### config.mk
export PLATFORM = sky130hd
export DESIGN_NAME = wb_port_scheduler
export DESIGN_NICKNAME = d
export VERILOG_FILES = /design/src/rtl/mips_wb_pkg.sv /design/src/rtl/wb_rr_pick.sv /design/src/rtl/wb_port_scheduler.sv
export SDC_FILE = /design/constraint.sdc
export NUM_CORES = 1
export LEC_CHECK = 0
export ABC_AREA = 1
export CORE_UTILIZATION = 43
export CTS_BUF_LIST = sky130_fd_sc_hd__clkbuf_4
export DETAILED_ROUTE_END_ITERATION = 12
export HOLD_SLACK_MARGIN = 0.1
export PLACE_DENSITY = 0.79
export SETUP_SLACK_MARGIN = 0.4
export SLEW_MARGIN = 40
export SYNTH_ARGS = -nofsm -noshare
export SYNTH_HDL_FRONTEND = slang
export SYNTH_SLANG_ARGS = --single-unit
export TNS_END_PERCENT = 5
### constraint.sdc
create_clock -name clk -period 4 [get_ports clk]
set_clock_uncertainty 0.15 [all_clocks]
set_input_delay 0.8 -clock clk [delete_from_list [all_inputs] [get_ports clk]]
set_output_delay 0.8 -clock clk [all_outputs]
set_load 0.01 [all_outputs]
### src/rtl/mips_wb_pkg.sv
// Shared constants for the writeback path: register/data widths and requester indices.
package mips_wb_pkg;

    localparam int REG_W  = 5;
    localparam int DATA_W = 32;
    localparam int WAIT_W = 4;

    localparam logic [REG_W-1:0] REG_ZERO = 5'd0;

    localparam int REQ_ALU = 0;
    localparam int REQ_LSU = 1;
    localparam int REQ_MDU = 2;

endpackage

### src/rtl/wb_rr_pick.sv
// Rotating-priority picker: selects a first and a second requester, with an
// override vector that jumps the queue and an exclusion mask for the second pick.
module wb_rr_pick #(
    parameter  int NREQ  = 3,
    localparam int IDX_W = (NREQ > 1) ? $clog2(NREQ) : 1
) (
    input  logic [NREQ-1:0]  cand,
    input  logic [IDX_W-1:0] start,
    input  logic [NREQ-1:0]  ovr,
    input  logic [NREQ-1:0]  excl,
    output logic [IDX_W-1:0] first_idx,
    output logic             first_vld,
    output logic [IDX_W-1:0] second_idx,
    output logic             second_vld
);

    function automatic logic [IDX_W-1:0] rot(input logic [IDX_W-1:0] base, input int k);
        int s;
        s = int'(base) + k;
        return (s >= NREQ) ? IDX_W'(s - NREQ) : IDX_W'(s);
    endfunction

    // First pick: lowest-index overridden candidate, else first candidate from start.
    always_comb begin
        logic             take;
        logic [IDX_W-1:0] j;
        first_vld = 1'b0;
        first_idx = '0;
        take      = 1'b0;
        j         = '0;
        for (int i = 0; i < NREQ; i++) begin
            take      = ovr[i] && !first_vld;
            first_idx = take ? IDX_W'(i) : first_idx;
            first_vld = first_vld | take;
        end
        for (int k = 0; k < NREQ; k++) begin
            j         = rot(start, k);
            take      = cand[j] && !first_vld;
            first_idx = take ? j : first_idx;
            first_vld = first_vld | take;
        end
    end

    // Second pick: next candidate in rotating order that is neither the first nor excluded.
    always_comb begin
        logic             take;
        logic [IDX_W-1:0] j;
        second_vld = 1'b0;
        second_idx = '0;
        take       = 1'b0;
        j          = '0;
        for (int k = 0; k < NREQ; k++) begin
            j          = rot(start, k);
            take       = first_vld && cand[j] && !excl[j] && (j != first_idx) && !second_vld;
            second_idx = take ? j : second_idx;
            second_vld = second_vld | take;
        end
    end

endmodule

### src/rtl/wb_port_scheduler.sv
// Writeback scheduler mapping NREQ requesters onto the two register-file write ports.
// Optional macro WB_SCHED_BYPASS_EN adds read-port forwarding from the registered writes.
module wb_port_scheduler
    import mips_wb_pkg::*;
#(
    parameter int NREQ     = 3,
    parameter int MAX_WAIT = 4
) (
    input  logic                   clk,
    input  logic                   clr,
    input  logic                   flush,
    input  logic [NREQ-1:0]        req_valid,
    input  logic [REG_W*NREQ-1:0]  req_wn,
    input  logic [DATA_W*NREQ-1:0] req_d,
    output logic [NREQ-1:0]        req_ready,
    output logic [REG_W-1:0]       wnx,
    output logic [DATA_W-1:0]      dx,
    output logic                   wex,
    output logic [REG_W-1:0]       wny,
    output logic [DATA_W-1:0]      dy,
    output logic                   wey
`ifdef WB_SCHED_BYPASS_EN
    ,
    input  logic [REG_W-1:0]       rna,
    input  logic [REG_W-1:0]       rnb,
    input  logic [DATA_W-1:0]      qa_rf,
    input  logic [DATA_W-1:0]      qb_rf,
    output logic [DATA_W-1:0]      qa,
    output logic [DATA_W-1:0]      qb
`endif
);

    localparam int IDX_W = (NREQ > 1) ? $clog2(NREQ) : 1;
    localparam logic [WAIT_W-1:0] WAIT_MAX = WAIT_W'(MAX_WAIT);

    logic [NREQ-1:0][REG_W-1:0]   wn_s;
    logic [NREQ-1:0][DATA_W-1:0]  d_s;
    logic [NREQ-1:0]              r0_s;
    logic [NREQ-1:0]              cand_s;
    logic [NREQ-1:0]              ovr_s;
    logic [NREQ-1:0]              excl_s;
    logic [NREQ-1:0][WAIT_W-1:0]  wait_r;
    logic [IDX_W-1:0]             rr_ptr_r;
    logic [IDX_W-1:0]             first_idx_s;
    logic [IDX_W-1:0]             second_idx_s;
    logic                         first_vld_s;
    logic                         second_vld_s;

    function automatic logic [IDX_W-1:0] inc_wrap(input logic [IDX_W-1:0] v);
        return (int'(v) == NREQ - 1) ? '0 : v + IDX_W'(1);
    endfunction

    // Unpack requests; R0 writes are acknowledged at once and never reach a port.
    always_comb begin
        wn_s   = '0;
        d_s    = '0;
        r0_s   = '0;
        cand_s = '0;
        ovr_s  = '0;
        for (int i = 0; i < NREQ; i++) begin
            wn_s[i]   = req_wn[REG_W*i +: REG_W];
            d_s[i]    = req_d[DATA_W*i +: DATA_W];
            r0_s[i]   = req_valid[i] && !flush && (wn_s[i] == REG_ZERO);
            cand_s[i] = req_valid[i] && !flush && (wn_s[i] != REG_ZERO);
            ovr_s[i]  = cand_s[i] && (wait_r[i] == WAIT_MAX);
        end
    end

    wb_rr_pick #(.NREQ(NREQ)) u_pick (
        .cand       (cand_s),
        .start      (rr_ptr_r),
        .ovr        (ovr_s),
        .excl       (excl_s),
        .first_idx  (first_idx_s),
        .first_vld  (first_vld_s),
        .second_idx (second_idx_s),
        .second_vld (second_vld_s)
    );

    // Port y may never target the register already claimed by port x.
    always_comb begin
        excl_s = '0;
        for (int i = 0; i < NREQ; i++) begin
            excl_s[i] = (wn_s[i] == wn_s[first_idx_s]);
        end
    end

    always_comb begin
        req_ready = '0;
        for (int i = 0; i < NREQ; i++) begin
            req_ready[i] = r0_s[i]
                         || (first_vld_s  && (first_idx_s  == IDX_W'(i)))
                         || (second_vld_s && (second_idx_s == IDX_W'(i)));
        end
    end

    // Round-robin pointer moves past the last port-granted requester.
    always_ff @(posedge clk or posedge clr) begin
        if (clr) begin
            rr_ptr_r <= '0;
        end else if (second_vld_s) begin
            rr_ptr_r <= inc_wrap(second_idx_s);
        end else if (first_vld_s) begin
            rr_ptr_r <= inc_wrap(first_idx_s);
        end else begin
            rr_ptr_r <= rr_ptr_r;
        end
    end

    always_ff @(posedge clk or posedge clr) begin
        if (clr) begin
            wait_r <= '0;
        end else begin
            for (int i = 0; i < NREQ; i++) begin
                if (flush || !req_valid[i] || req_ready[i]) begin
                    wait_r[i] <= '0;
                end else if (wait_r[i] != WAIT_MAX) begin
                    wait_r[i] <= wait_r[i] + WAIT_W'(1);
                end else begin
                    wait_r[i] <= wait_r[i];
                end
            end
        end
    end

    // Empty slots drop the enable but keep the last register number and data.
    always_ff @(posedge clk or posedge clr) begin
        if (clr) begin
            wex <= 1'b0;
            wnx <= REG_ZERO;
            dx  <= 32'd0;
            wey <= 1'b0;
            wny <= REG_ZERO;
            dy  <= 32'd0;
        end else begin
            wex <= first_vld_s;
            wey <= second_vld_s;
            if (first_vld_s) begin
                wnx <= wn_s[first_idx_s];
                dx  <= d_s[first_idx_s];
            end else begin
                wnx <= wnx;
                dx  <= dx;
            end
            if (second_vld_s) begin
                wny <= wn_s[second_idx_s];
                dy  <= d_s[second_idx_s];
            end else begin
                wny <= wny;
                dy  <= dy;
            end
        end
    end

`ifdef WB_SCHED_BYPASS_EN
    always_comb begin
        if ((rna != REG_ZERO) && wey && (wny == rna)) begin
            qa = dy;
        end else if ((rna != REG_ZERO) && wex && (wnx == rna)) begin
            qa = dx;
        end else begin
            qa = qa_rf;
        end
        if ((rnb != REG_ZERO) && wey && (wny == rnb)) begin
            qb = dy;
        end else if ((rnb != REG_ZERO) && wex && (wnx == rnb)) begin
            qb = dx;
        end else begin
            qb = qb_rf;
        end
    end
`endif

endmodule

## Word-level counts from Yosys, hierarchy flattened

Index checks and enable logic that the tools add are counted.
Widths: inputs -> output; s select.

| storage, ports and cells | value |
|---|---|
| register bits after elaboration | 90 |
| input port bits | 117 |
| output and inout port bits | 79 |

| cells by class | value |
|---|---|
| add/sub/neg operators | 10 |
| order comparisons | 8 |
| equal/unequal tests | 18 |
| multiplexer cells | 41 |
| bitwise gates (word level) | 7 |
| reduce and logical (&&, ||, !) cells | 72 |

Operators with widths:

| cell | count |
|---|---|
| $bmux 32 s2 | 2 |
| $mux 32 | 2 |
| $logic_and 1x1->1 | 34 |
| $mux 2 | 14 |
| $mux 4 | 6 |
| $bmux 5 s2 | 2 |
| $eq 5x5->1 | 3 |
| $logic_not 5->1 | 3 |
| $lt 2x3->1 const B | 5 |
| $reduce_bool 5->1 | 3 |
| $logic_not 1->1 | 14 |
| $add 4x1->4 const B | 3 |
| $bmux 1 s2 | 6 |
| $eq 4x3->1 const B | 3 |
| $logic_or 1x1->1 | 12 |
| $ne 4x3->1 const B | 3 |
| $mux 5 | 2 |
| $eq 2x2->1 const B | 4 |
| $reduce_bool 2->1 | 4 |
| $mux 1 | 7 |
| $or 1x1->1 | 7 |
| $ge 3x2->1 const B | 2 |
| $ne 2x2->1 | 3 |
| $add 2x1->2 const B | 2 |
| 7 further kinds | 10 |

## Longest topological paths before layout

| depth | value |
|---|---|
| word-level depth | 38 |
| gate-level depth with buffers | 34 |
| mapped depth without buffers | 32 |

## Hierarchy

From an unflattened synthesis, not the netlist that was laid out.

| unflattened totals | value |
|---|---|
| cells, all modules | 799 |
| area total of the unflattened synthesis | 5803.1 um^2 |

By module, submodules not included:

| module | instances | cells each | area each (um^2) | seq. area each (um^2) |
|---|---|---|---|---|
| wb_port_scheduler | 1 | 692 | 5207.5 | 2252.2 |
| wb_rr_pick | 1 | 107 | 595.6 | 0.0 |

## Worst setup path after synthesis

Ideal clock, no wire load.

| path | value |
|---|---|
| path type | input -> output |
| start point | input req_wn[1] |
| end point | output req_ready[2] |
| data arrival time | 3322 ps |
| data required time | 3050 ps |
| path slack | -272 ps |
| cell stages on the path | 26 |
| path buffers | 2 |
| cells stage by stage | nor2_1 -> nand3_1 -> nand3_1 -> nand2_1 -> clkinv_2 -> nand2_2 -> nor2_4 -> nand2_1 -> o21ai_2 -> nor2_2 -> inv_2 -> buf_6 -> nand2_1 -> nand2_4 -> nand2_4 -> xor2_1 -> nor2_2 -> nand3_1 -> nand2_1 -> inv_2 -> nand2_4 -> nand3_1 -> nand2_2 -> nor2_4 -> buf_2 -> o311ai_0 |

| on the way | value |
|---|---|
| longest elaborated chain between the ends | 35 |
| elaborated cells on any way between the ends | 70 |
| classes of those cells | 8 x eq/ne; 22 x mux; 7 x bitwise; 33 x reduce/logical |

Ends and longest elaborated chain:

| element | RTL line | text |
|---|---|---|
| start, declared | wb_port_scheduler.sv:13 | `input logic [REG_W*NREQ-1:0] req_wn,` |
| $reduce_bool 5->1 | wb_port_scheduler.sv:64 | `cand_s[i] = req_valid[i] && !flush && (wn_s[i] != REG_ZERO);` |
| $logic_and 1x1->1 | wb_port_scheduler.sv:64 |  |
| $logic_and 1x1->1 | wb_port_scheduler.sv:65 | `ovr_s[i] = cand_s[i] && (wait_r[i] == WAIT_MAX);` |
| $logic_not 1->1 | wb_rr_pick.sv:32 | `take = ovr[i] && !first_vld;` |
| $logic_and 1x1->1 | wb_rr_pick.sv:32 |  |
| $or 1x1->1 | wb_rr_pick.sv:34 | `first_vld = first_vld \| take;` |
| $logic_not 1->1 | wb_rr_pick.sv:32 |  |
| $logic_and 1x1->1 | wb_rr_pick.sv:32 |  |
| [19 not listed] | -- |  |
| $logic_and 1x1->1 | wb_rr_pick.sv:54 | `take = first_vld && cand[j] && !excl[j] && (j != first_idx) && !second_vld;` |
| $or 1x1->1 | wb_rr_pick.sv:56 | `second_vld = second_vld \| take;` |
| $logic_not 1->1 | wb_rr_pick.sv:54 |  |
| $logic_and 1x1->1 | wb_rr_pick.sv:54 |  |
| $mux 2 | wb_rr_pick.sv:55 | `second_idx = take ? j : second_idx;` |
| $eq 2x2->1 | wb_port_scheduler.sv:93 | `\|\| (second_vld_s && (second_idx_s == IDX_W'(i)));` |
| $logic_and 1x1->1 | wb_port_scheduler.sv:93 |  |
| $logic_or 1x1->1 * | wb_port_scheduler.sv:93 |  |
| end, declared | wb_port_scheduler.sv:15 | `output logic [NREQ-1:0] req_ready,` |

Every way passes the cells marked *; elsewhere a longest branch is shown, timed or not. The select of a mux whose other input is x is not followed.

## Worst setup path after layout

| path | value |
|---|---|
| start point | input req_wn[9] |
| end point | output req_ready[1] |

| on the way | value |
|---|---|
| longest elaborated chain between the ends | 34 |
| elaborated cells on any way between the ends | 71 |
| classes of those cells | 8 x eq/ne; 22 x mux; 7 x bitwise; 34 x reduce/logical |

Ends and longest elaborated chain:

| element | RTL line |
|---|---|
| $reduce_bool 5->1 | wb_port_scheduler.sv:64 |
| $logic_and 1x1->1 | wb_port_scheduler.sv:64 |
| $logic_and 1x1->1 | wb_port_scheduler.sv:65 |
| $logic_and 1x1->1 | wb_rr_pick.sv:32 |
| $or 1x1->1 | wb_rr_pick.sv:34 |
| $logic_not 1->1 | wb_rr_pick.sv:32 |
| $logic_and 1x1->1 | wb_rr_pick.sv:32 |
| $or 1x1->1 | wb_rr_pick.sv:34 |
| [18 not listed] | -- |
| $logic_and 1x1->1 | wb_rr_pick.sv:54 |
| $or 1x1->1 | wb_rr_pick.sv:56 |
| $logic_not 1->1 | wb_rr_pick.sv:54 |
| $logic_and 1x1->1 | wb_rr_pick.sv:54 |
| $mux 2 | wb_rr_pick.sv:55 |
| $eq 2x1->1 | wb_port_scheduler.sv:93 |
| $logic_and 1x1->1 | wb_port_scheduler.sv:93 |
| $logic_or 1x1->1 * | wb_port_scheduler.sv:93 |

Marked as above.

==> run_summary.xml <==
<?xml version="1.0" encoding="UTF-8"?>
<metrics>
  <group name="finish">
    <metric name="most-common-layout-cells" unit="">212 x nand2_1, 173 x clkdlybuf4s50_1, 139 x buf_4, 93 x nand3_1, 90 x dfrtp_1</metric>
    <metric name="layout_commonest_cell" unit="">nand2_1</metric>
    <metric name="synthToLayoutAreaGrowth" unit="%">72.3</metric>
    <metric name="final.fill_count" unit="">950</metric>
    <metric name="antenna-diode-count" unit="">0</metric>
    <metric name="final_layout_size_suffix_gt1_share" unit="%">33.9</metric>
    <metric name="fin_nets" unit="">1265</metric>
  </group>
  <group name="synth">
    <metric name="synth-edff-count" unit="">0</metric>
    <metric name="synth.cell_area" unit="um^2">5850</metric>
    <metric name="yosysUniqueCellTypes" unit="">35</metric>
    <metric name="ys_seq_area_share" unit="%">38.5</metric>
    <metric name="async_reset_ff_share" unit="%">100</metric>
    <metric name="syn_avg_cell_area" unit="um^2">7.13</metric>
    <metric name="synth-warning-count" unit="">0</metric>
    <metric name="register_bit_total_from_synthesis" unit="">90</metric>
    <metric name="synth.top_cell.area_share" unit="%">38.5</metric>
    <metric name="synth.area.top_cells" unit="">dfrtp_1 39%, nand2_1 16%, nand3_1 9.7%</metric>
    <metric name="mapped_nets" unit="">945</metric>
    <metric name="post_synth_inst_count" unit="">820</metric>
    <metric name="synth-main-ff-cell" unit="">dfrtp_1</metric>
    <metric name="synth_largest_area_cell" unit="">dfrtp_1</metric>
  </group>
  <group name="sta">
    <metric name="setup_viol" unit="">3</metric>
    <metric name="final_period_minus_worst_setup_slack" unit="ns">4.74</metric>
    <metric name="finalHoldViolCount" unit="">0</metric>
    <metric name="postLayoutSetupSlackWorst" unit="ns">-0.736</metric>
    <metric name="timing.slew.headroom" unit="%">61.2</metric>
    <metric name="report.final.slew_viol_count" unit="">0</metric>
    <metric name="worst-slew-pin-transition" unit="ns">0.582</metric>
    <metric name="final.period_utilization" unit="%">118</metric>
    <metric name="setup_repair_after_global_routing_missed_its_margin" unit="">yes</metric>
    <metric name="fmaxAchievable" unit="MHz">211</metric>
  </group>
  <group name="global_route">
    <metric name="vias_in_the_first_global_route" unit="">7180</metric>
    <metric name="gr-max-usage-layer" unit="">met2</metric>
    <metric name="grt_use_met3" unit="%">4.39</metric>
    <metric name="antenna_violations_before_repair" unit="">0</metric>
    <metric name="grt_first_pass_wirelength" unit="um">35700</metric>
    <metric name="overflow" unit="">0</metric>
    <metric name="grt_use_met1" unit="%">40.7</metric>
    <metric name="grt_use_met2" unit="%">53.5</metric>
    <metric name="maximum_number_of_pins_on_one_net_before_global_route_repair" unit="">42</metric>
    <metric name="combined_global_route_utilization_of_all_metal_layers" unit="%">32.2</metric>
  </group>
  <group name="worst_setup_path">
    <metric name="worstPathRequired" unit="ns">3.05</metric>
    <metric name="critPathLaunch" unit="">req_wn[9]</metric>
    <metric name="reg2reg_slack" unit="ns">0.13</metric>
    <metric name="worst-path-max-fanout" unit="">6</metric>
    <metric name="path_delay_family" unit="">simple AND/OR/NAND/NOR gates</metric>
    <metric name="rr_worst_depth" unit="">30</metric>
    <metric name="critical-path-top-cell-by-count" unit="">nand2_4</metric>
    <metric name="critical_path.endpoint_type" unit="">primary output</metric>
    <metric name="endpoint" unit="">req_ready[1]</metric>
    <metric name="cp_slowest_cell" unit="">nand3_4</metric>
    <metric name="timing.critical_path.from_type" unit="">input pin</metric>
    <metric name="worst-path-stages" unit="">28</metric>
    <metric name="cp.arrival" unit="ns">3.79</metric>
    <metric name="slowest_delay" unit="ns">0.16</metric>
    <metric name="regToRegStartpoint" unit="">rr_ptr_r[0]</metric>
    <metric name="worst-setup-path-type" unit="">input pin to primary output</metric>
    <metric name="cp.buffers_inverters" unit="">5</metric>
    <metric name="rr_endpoint" unit="">dy[7]</metric>
  </group>
  <group name="detailed_routing">
    <metric name="post-route-drc-count" unit="">0</metric>
    <metric name="detailroute.via_count" unit="">7395</metric>
    <metric name="vias_per_cell" unit="">5.60</metric>
    <metric name="drtIter0Drc" unit="">640</metric>
    <metric name="wirelength" unit="um">24000</metric>
    <metric name="antenna_nets_post_route" unit="">0</metric>
    <metric name="detail_route.first_pass.iterations" unit="">6</metric>
    <metric name="routedWlPerCell" unit="um">18.2</metric>
  </group>
  <group name="clock_network">
    <metric name="htreeDepth" unit="">3</metric>
    <metric name="hold_buffers" unit="">0</metric>
    <metric name="cts_tree" unit="">done</metric>
    <metric name="clk_latency" unit="ns">0.45</metric>
    <metric name="cts.sink_count" unit="">90</metric>
    <metric name="cts-buffers-inserted" unit="">9</metric>
    <metric name="clk_pin_slew" unit="ns">0.15</metric>
    <metric name="cts_root_buf" unit="">clkbuf_4</metric>
    <metric name="clock_path_buffers" unit="">2</metric>
  </group>
  <group name="hold_path">
    <metric name="timing.hold.worst.class" unit="">flop to flop</metric>
  </group>
  <group name="floorplan">
    <metric name="num_rows" unit="">42</metric>
    <metric name="chipHeight" unit="um">119</metric>
    <metric name="initial_core_util" unit="%">44.2</metric>
    <metric name="design.portCount" unit="">196</metric>
    <metric name="die_area" unit="um^2">14100</metric>
    <metric name="die_width" unit="um">119</metric>
    <metric name="floorplan.core_area" unit="um^2">13200</metric>
  </group>
  <group name="placement">
    <metric name="detailed_place_hpwl" unit="um">14600</metric>
    <metric name="pre_cts_ws" unit="ns">-1.44</metric>
    <metric name="routability_congestion_estimate" unit="">0.908</metric>
    <metric name="io_buffer_count" unit="">195</metric>
  </group>
  <group name="flow_run">
    <metric name="max_cap_viol_count" unit="">0</metric>
  </group>
  <group name="run_status">
    <metric name="outcome" unit="">finished with violations</metric>
    <metric name="violations" unit="">setup timing</metric>
  </group>
</metrics>
==> logic make-up (layout without fill, tap and decap cells) <==
logic type	after synthesis	in the layout	share of synthesized area (%)
compound gates	127	127	12.9
simple gates	477	477	37.0
fa+ha+maj	8	8	1.71
flops	90	90	38.5
xor+xnor	12	12	1.80
buf+inv	106	431	8.05
==> per-stage QoR <==
| stage | hold WS [ns] | instances | util (%) | TNS (ns) | instance area (um^2) |
|---|---|---|---|---|---|
| 2_1_floorplan | 0.303 | 820 | - | -0.447 | 5870 |
| 3_5_place_dp | 0.325 | 1248 | 65.4 | -32.90 | 8660 |
| 4_1_cts | 0.359 | 1307 | 71.9 | -1.86 | 9530 |
| 6_report | 0.356 | 1321 | 76.1 | -2.17 | 10100 |
| 5_1_grt | 0.392 | 1321 | 76.1 | -4.12 | 10100 |
| 3_3_place_gp | 0.315 | 1248 | 65.4 | -30.43 | 8660 |
==> cell type report <==
cell class	instances	area, um^2	area share [%]
repair buffers	354	3270	32.5
multi-input cells	624	3930	39.0
well taps	176	220	2.19
clock buffers	10	75.1	0.745
clock inverters	6	65.1	0.646
inverters	61	259	2.57
flip-flops and latches	90	2250	22.4
==> timing repair <==
| item | in CTS | in global routing |
|---|---|---|
| pin swaps | 124 | 115 |
| buffers inserted | 43 | 14 |
| setup endpoints to repair | 55 | 55 |
| resized for setup | 197 | 121 |
==> flip-flops by register name, indices dropped and copies added, names as in the netlist <==
name and flops:
wnx 5, dx 32, wny 5, wey 1
wait_r 12, wex 1, dy 32, rr_ptr_r 2
==> routing by layer <==
layer | share of wire, % | up-vias | routed length, um
met5 | 0 | - | 0
met4 | 5.3 | 0 | 1280
met3 | 7.4 | 99 | 1790
met2 | 48 | 441 | 11700
met1 | 39 | 3487 | 9330
li1 | - | 3368 | -
==> how the worst min path moves through the flow <==
stage	slack, ns	startpoint	depth (start not counted)	endpoint
after CTS	0.36	wnx[4]	2	wnx[4]
after global routing	0.39	wnx[1]	2	wnx[1]
after global placement	0.31	wnx[1]	2	wnx[1]
after floorplan	0.30	wait_r[0]	1	wait_r[0]
after detailed placement	0.33	wnx[4]	2	wnx[4]
final	0.36	wnx[1]	2	wnx[1]
==> synth_stat cells, types with 6 or more instances <==
library cell,instances
a21oi_1,65
a22oi_1,24
a41oi_1,6
buf_2,13
buf_4,6
clkbuf_1,19
dfrtp_1,90
ha_1,8
inv_1,48
inv_2,11
nand2_1,247
nand2_2,12
nand3_1,113
nand3_2,7
nand4_1,22
nor2_1,53
nor2_2,13
o21ai_0,21
xor2_1,8
==> tightest hold or removal path, cell delays in order, from the launching register on <==
cell and delay (ns):
dfrtp_1 0.37, nand2_1 0.05, o21ai_0 0.06
Power is not shown: default switching activity piles up to over one toggle a cycle in this logic, so the estimate is an artifact.
